==> config.mk <==
export PLATFORM = sky130hd
export DESIGN_NAME = execute_muldiv_unit
export DESIGN_NICKNAME = d
export VERILOG_FILES = /design/src/rtl/execute_muldiv_unit.sv
export SDC_FILE = /design/constraint.sdc
export NUM_CORES = 1
export LEC_CHECK = 0
export ABC_AREA = 1
export BUFFER_PORTS_ARGS = -buffer_cell sky130_fd_sc_hd__buf_4
export CORE_MARGIN = 2
export CORE_UTILIZATION = 50
export DETAILED_ROUTE_END_ITERATION = 8
export PLACE_DENSITY_LB_ADDON = 0.1
export REMOVE_ABC_BUFFERS = 1
export SLEW_MARGIN = 0
export SYNTH_ARGS = -nofsm -noshare
export SYNTH_HDL_FRONTEND = slang
export SYNTH_SLANG_ARGS = --single-unit
==> constraint.sdc <==
create_clock -name clk -period 5.89 [get_ports clk]
set_input_delay 1.767 -clock clk [delete_from_list [all_inputs] [get_ports clk]]
set_output_delay 1.767 -clock clk [all_outputs]
set_load 0.01 [all_outputs]
==> src/rtl/execute_muldiv_unit.sv <==
// RV32M/RV64M multiply/divide execute sub-unit: iterative shift-add multiply and restoring divide.
// Define MULDIV_FAST_MUL_EN to replace the iterative multiply with a single-cycle combinational product.
module execute_muldiv_unit #(
    parameter int unsigned XLEN = 32,
    parameter int unsigned RD_W = 5
) (
    input  logic            clk,
    input  logic            rst,
    input  logic            flush,
    input  logic            in_valid,
    output logic            in_ready,
    input  logic [2:0]      op,
    input  logic [XLEN-1:0] rs1_data,
    input  logic [XLEN-1:0] rs2_data,
    input  logic [RD_W-1:0] rd_in,
    output logic            out_valid,
    input  logic            out_ready,
    output logic [XLEN-1:0] result,
    output logic [RD_W-1:0] rd_out,
    output logic            busy
);

    localparam int unsigned PROD_W = 2 * XLEN;
    localparam int unsigned CNT_W  = $clog2(XLEN + 1);

    localparam logic [2:0] OP_MUL    = 3'b000;
    localparam logic [2:0] OP_MULH   = 3'b001;
    localparam logic [2:0] OP_MULHSU = 3'b010;
    localparam logic [2:0] OP_DIV    = 3'b100;
    localparam logic [2:0] OP_REM    = 3'b110;

    localparam logic [XLEN-1:0] INT_MIN = {1'b1, {(XLEN-1){1'b0}}};

    typedef enum logic [1:0] {
        ST_IDLE,
        ST_MUL,
        ST_DIV,
        ST_DONE
    } state_t;

    state_t              state;
    logic [2:0]          op_q;
    logic [RD_W-1:0]     rd_q;
    logic                sign_q;
    logic [XLEN-1:0]     operand;
    logic [PROD_W-1:0]   acc;
    logic [CNT_W-1:0]    cnt;

    logic                rs1_signed;
    logic                rs2_signed;
    logic                neg1;
    logic                neg2;
    logic [XLEN-1:0]     mag1;
    logic [XLEN-1:0]     mag2;
    logic                res_sign;
    logic                div_by_zero;
    logic                div_overflow;

    logic [XLEN:0]       mul_sum;
    logic [XLEN:0]       div_diff;
    logic [PROD_W-1:0]   step_next;
    logic [PROD_W-1:0]   prod_signed;
    logic [XLEN-1:0]     quot;
    logic [XLEN-1:0]     rem;
    logic [XLEN-1:0]     final_result;

    assign in_ready = (state == ST_IDLE);
    assign busy     = (state != ST_IDLE);

    // Operand signedness, magnitudes and result sign decided at accept
    always_comb begin
        rs1_signed   = (op == OP_MULH) || (op == OP_MULHSU) || (op == OP_DIV) || (op == OP_REM);
        rs2_signed   = (op == OP_MULH) || (op == OP_DIV) || (op == OP_REM);
        neg1         = rs1_signed & rs1_data[XLEN-1];
        neg2         = rs2_signed & rs2_data[XLEN-1];
        mag1         = neg1 ? XLEN'(-rs1_data) : rs1_data;
        mag2         = neg2 ? XLEN'(-rs2_data) : rs2_data;
        // Remainder follows the dividend; products and quotients follow the operand sign xor
        res_sign     = (op == OP_REM) ? neg1 : (neg1 ^ neg2);
        div_by_zero  = op[2] && (rs2_data == '0);
        div_overflow = ((op == OP_DIV) || (op == OP_REM)) &&
                       (rs1_data == INT_MIN) && (rs2_data == '1);
    end

    // One iteration: acc holds {partial product, multiplier} or {remainder, dividend/quotient}
    always_comb begin
        mul_sum  = {1'b0, acc[PROD_W-1:XLEN]} + (acc[0] ? {1'b0, operand} : '0);
        div_diff = acc[PROD_W-1:XLEN-1] - {1'b0, operand};
        if (state == ST_DIV) begin
            step_next = div_diff[XLEN] ? {acc[PROD_W-2:0], 1'b0}
                                       : {div_diff[XLEN-1:0], acc[XLEN-2:0], 1'b1};
        end else begin
            step_next = {mul_sum, acc[XLEN-1:1]};
        end
        prod_signed = sign_q ? PROD_W'(-step_next) : step_next;
        quot        = sign_q ? XLEN'(-step_next[XLEN-1:0]) : step_next[XLEN-1:0];
        rem         = sign_q ? XLEN'(-step_next[PROD_W-1:XLEN]) : step_next[PROD_W-1:XLEN];
        if (state == ST_DIV) begin
            final_result = op_q[1] ? rem : quot;
        end else begin
            final_result = (op_q == OP_MUL) ? prod_signed[XLEN-1:0] : prod_signed[PROD_W-1:XLEN];
        end
    end

`ifdef MULDIV_FAST_MUL_EN
    logic [PROD_W-1:0] fast_prod;
    logic [PROD_W-1:0] fast_prod_signed;
    logic [XLEN-1:0]   fast_result;

    always_comb begin
        fast_prod        = PROD_W'(mag1) * PROD_W'(mag2);
        fast_prod_signed = res_sign ? PROD_W'(-fast_prod) : fast_prod;
        fast_result      = (op == OP_MUL) ? fast_prod_signed[XLEN-1:0]
                                          : fast_prod_signed[PROD_W-1:XLEN];
    end
`endif

    always_ff @(posedge clk) begin
        if (rst) begin
            state     <= ST_IDLE;
            out_valid <= 1'b0;
            result    <= '0;
            rd_out    <= '0;
            op_q      <= '0;
            rd_q      <= '0;
            sign_q    <= 1'b0;
            operand   <= '0;
            acc       <= '0;
            cnt       <= '0;
        end else if (flush) begin
            state     <= ST_IDLE;
            out_valid <= 1'b0;
        end else begin
            unique case (state)
                ST_IDLE: begin
                    if (in_valid) begin
                        op_q   <= op;
                        rd_q   <= rd_in;
                        sign_q <= res_sign;
                        cnt    <= CNT_W'(XLEN);
                        if (div_by_zero) begin
                            result    <= op[1] ? rs1_data : '1;
                            rd_out    <= rd_in;
                            out_valid <= 1'b1;
                            state     <= ST_DONE;
                        end else if (div_overflow) begin
                            result    <= op[1] ? '0 : rs1_data;
                            rd_out    <= rd_in;
                            out_valid <= 1'b1;
                            state     <= ST_DONE;
                        end else if (op[2]) begin
                            acc     <= {{XLEN{1'b0}}, mag1};
                            operand <= mag2;
                            state   <= ST_DIV;
                        end else begin
`ifdef MULDIV_FAST_MUL_EN
                            result    <= fast_result;
                            rd_out    <= rd_in;
                            out_valid <= 1'b1;
                            state     <= ST_DONE;
`else
                            acc     <= {{XLEN{1'b0}}, mag2};
                            operand <= mag1;
                            state   <= ST_MUL;
`endif
                        end
                    end
                end
                ST_MUL, ST_DIV: begin
                    acc <= step_next;
                    cnt <= cnt - CNT_W'(1);
                    if (cnt == CNT_W'(1)) begin
                        result    <= final_result;
                        rd_out    <= rd_q;
                        out_valid <= 1'b1;
                        state     <= ST_DONE;
                    end
                end
                ST_DONE: begin
                    if (out_ready) begin
                        out_valid <= 1'b0;
                        state     <= ST_IDLE;
                    end
                end
                default: state <= ST_IDLE;
            endcase
        end
    end

endmodule

==> reports/summary.txt <==
=================================================================================
Top post-synthesis cells by area                                     nand2_1 (20%), dfxtp_1 (16%), inv_1 (9.0%)
CP Max Fanout                                                                  18
Cell with the most instances after synthesis                              nand2_1
Vias per cell                                                                5.87
Worst vdd ir                                                             0.236 mV
Mean cell area of the mapped netlist                                     5.49 um2
EDFF count, synth                                                               0
Average wire length per cell after detail routing                         20.5 um
Sequential fraction of the synthesis area                                   0.161
Initial Utilization                                                         0.504
CP max stage delay                                                        0.44 ns
Tcrit/Tclk final                                                            0.905
Number of global-route vias before repair                                   21591
Slowest library cell on the worst path                                       fa_1
Total detailed-routing wirelength                                         80.8 mm
TritonCTS clock tree                                                          yes
Via count                                                                   23154
Number of standard cells in the final layout excluding fillers               3942
Data required time of the critical path                                   6.19 ns
CTS clock-pin slew for the worst setup and hold paths                     0.07 ns
Layout cells sized above 1                                                 0.0897
Count of distinct cell types in the synthesized netlist                        54
Residual DRC count                                                              0
Top FF cell, synth                                                        dfxtp_1
Cell area power density                                                211 nW/um2
Die Height                                                                 198 um
Critical path class                                                    reg -> reg
Final Hold Fails                                                                0
Detailed Routing Iterations Pass 1                                              8
Standard-cell rows                                                             71
Number of H-tree levels                                                         4
Max-slew headroom at the worst pin                                          0.228
Std-Cell Core Area                                                      37300 um2
Share of the core filled with cells                                         0.550
Final HPWL DP                                                             63.5 mm
Full die area                                                           39200 um2
Die Wd                                                                     198 um
Cell area after technology mapping                                      18800 um2
Yosys Warn Count                                                                0
Post-route antenna net violation count                                          0
Worst-Skew Late Latency                                                   0.47 ns
Setup repair after global routing missed its margin                         false
Total global-route track usage                                              0.412
Initial antenna violation count                                                 5
Cells after DPL                                                              3909
Sort of element at the start of the critical path                       flip-flop
Cells after Synth                                                            3426
Sum of overflow across all layers after global routing                          0
Total Nets Final                                                             3608
Arrival time reported for the critical path endpoint                      5.63 ns
Buffer and inverter count on the worst path                                     2
Total setup buffers inserted after CTS                                          0
Number of flip-flops and latches in the synthesized netlist                   151
Number of placed I/O pins                                                     117
Actual slew at the worst max-slew pin                                     1.16 ns
Leak Pwr                                                                  10.4 nW
Pin count of the biggest net entering global routing                           79
Clock skew                                                              0.0214 ns
DRT iter0 DRCs                                                               2469
First-pass GRT wire length                                                 123 mm
Endpoint type of the worst setup path                                   flip-flop
Cts bufs inserted                                                              17
Library cell occupying the most area in the post-synthesis netlist        nand2_1
Maximum operating frequency                                             0.188 GHz
Min Clock Period, post-route                                              5.33 ns
Tightest Hold Check Type                                               reg -> reg
Synth cell count leaders                                             nand2_1 (1022), inv_1 (450), nor2_1 (346)
Area growth from synthesis to layout                                        9.17%
Max-slew violation total from the final report                                  0
Fraction of registers with async set/reset                                      0
MaxCap Viol Count                                                               0
Design Power                                                              4.34 mW
Global placer's final weighted congestion                                    1.10
Post-CTS Hold Fix Bufs                                                          0
Final count of negative-setup-slack endpoints                                   0
Root Buffer Master                                                      clkbuf_16
Portion of synthesized cell area occupied by the leading cell type          0.204
Resize count post-CTS                                                           0
Largest delay share family, worst path                               simple AND/OR/NAND/NOR gates
IO Port Bufs                                                                  116
Maximum count of clock buffers along a single path                              2
Number of clock sinks                                                         151
Run status                                                           finished, final reports clean
=================================================================================
layout make-up:
cell class              count  area [um2]
well taps                 474         593
clock inverters            15         160
repair buffers            149        1120
fillers                  3967       16800
clock buffers              17         425
inverters                 465        1750
diodes                      1        2.50
multi-input cells        2670       13500
flip-flops and latches    151        3020
per-layer routing:
metal	vias to the layer above	global-route usage	routed length (um)
met5	-	0	0
met4	0	0.276	5920
met3	296	0.0821	8060
met2	1284	0.667	35900
met1	10511	0.493	30900
li1	11063	-	-
worst min-delay path, stage by stage, from the launching register on:
cell	delay (ns)
dfxtp_1	0.31
nand2_1	0.06
a21oi_1	0.06
flip-flops by register name (all words and copies together) (netlist names):
signal / flops
rd_out: 5
state: 2
result: 32
sign_q: 1
out_valid: 1
cnt: 6
operand: 32
acc: 64
rd_q: 5
op_q: 3
worst paths after layout:
path / from / to / slack, ns / cells past startpoint
max: acc[31] / result[10] / 0.56 / 32
min: result[27] / result[27] / 0.47 / 2
min reg2reg: result[27] / result[27] / 0.47 / 2
max reg2reg: acc[31] / result[10] / 0.56 / 32
logic make-up after synthesis:
group | after synthesis | synth area share
xor gates and xnor gates | 115 | 0.0536
buffers and inverters | 605 | 0.126
muxes | 3 | 0.00160
AOI/OAI and AO/OA | 633 | 0.183
and+or+nand+nor | 1827 | 0.415
adders and majority gates | 92 | 0.0600
DFF | 151 | 0.161
stage by stage:
step                      hold slack (ns)  setup slack [ns]  area, um2  TNS [ns]
after global routing                0.492             0.112      20500         0
after CTS                           0.471             0.719      20500         0
after detailed placement            0.455             0.758      19900         0
after floorplan                     0.436             -1.47      18200    -36.85
final                               0.468             0.560      20500         0
after global placement              0.449             0.902      19900         0
cell usage in the layout (no fill, tap or decap), types with 7 or more instances in the layout:
cell / instances
a211oi_1: 19
a21oi_1: 276
a31oi_1: 32
buf_4: 149
clkbuf_16: 17
dfxtp_1: 150
ha_1: 73
inv_1: 447
inv_2: 13
maj3_1: 15
nand2_1: 1021
nand2_2: 47
nand2_4: 11
nand3_1: 250
nand3_2: 9
nand3b_1: 15
nand4_1: 37
nor2_1: 344
nor2_2: 20
nor3_1: 36
nor4_1: 13
o211ai_1: 18
o21ai_0: 231
o21ai_1: 14
o21bai_1: 12
or2_2: 7
xnor2_1: 32
xor2_1: 83
where the power goes:
part	switching (mW)	internal, mW	total, mW
Combinational	1.42	0.606	2.03
Sequential	0.0679	1.09	1.16
Clock	0.555	0.599	1.15
Total	2.04	2.30	4.34
(Power assumes the default switching activity.)
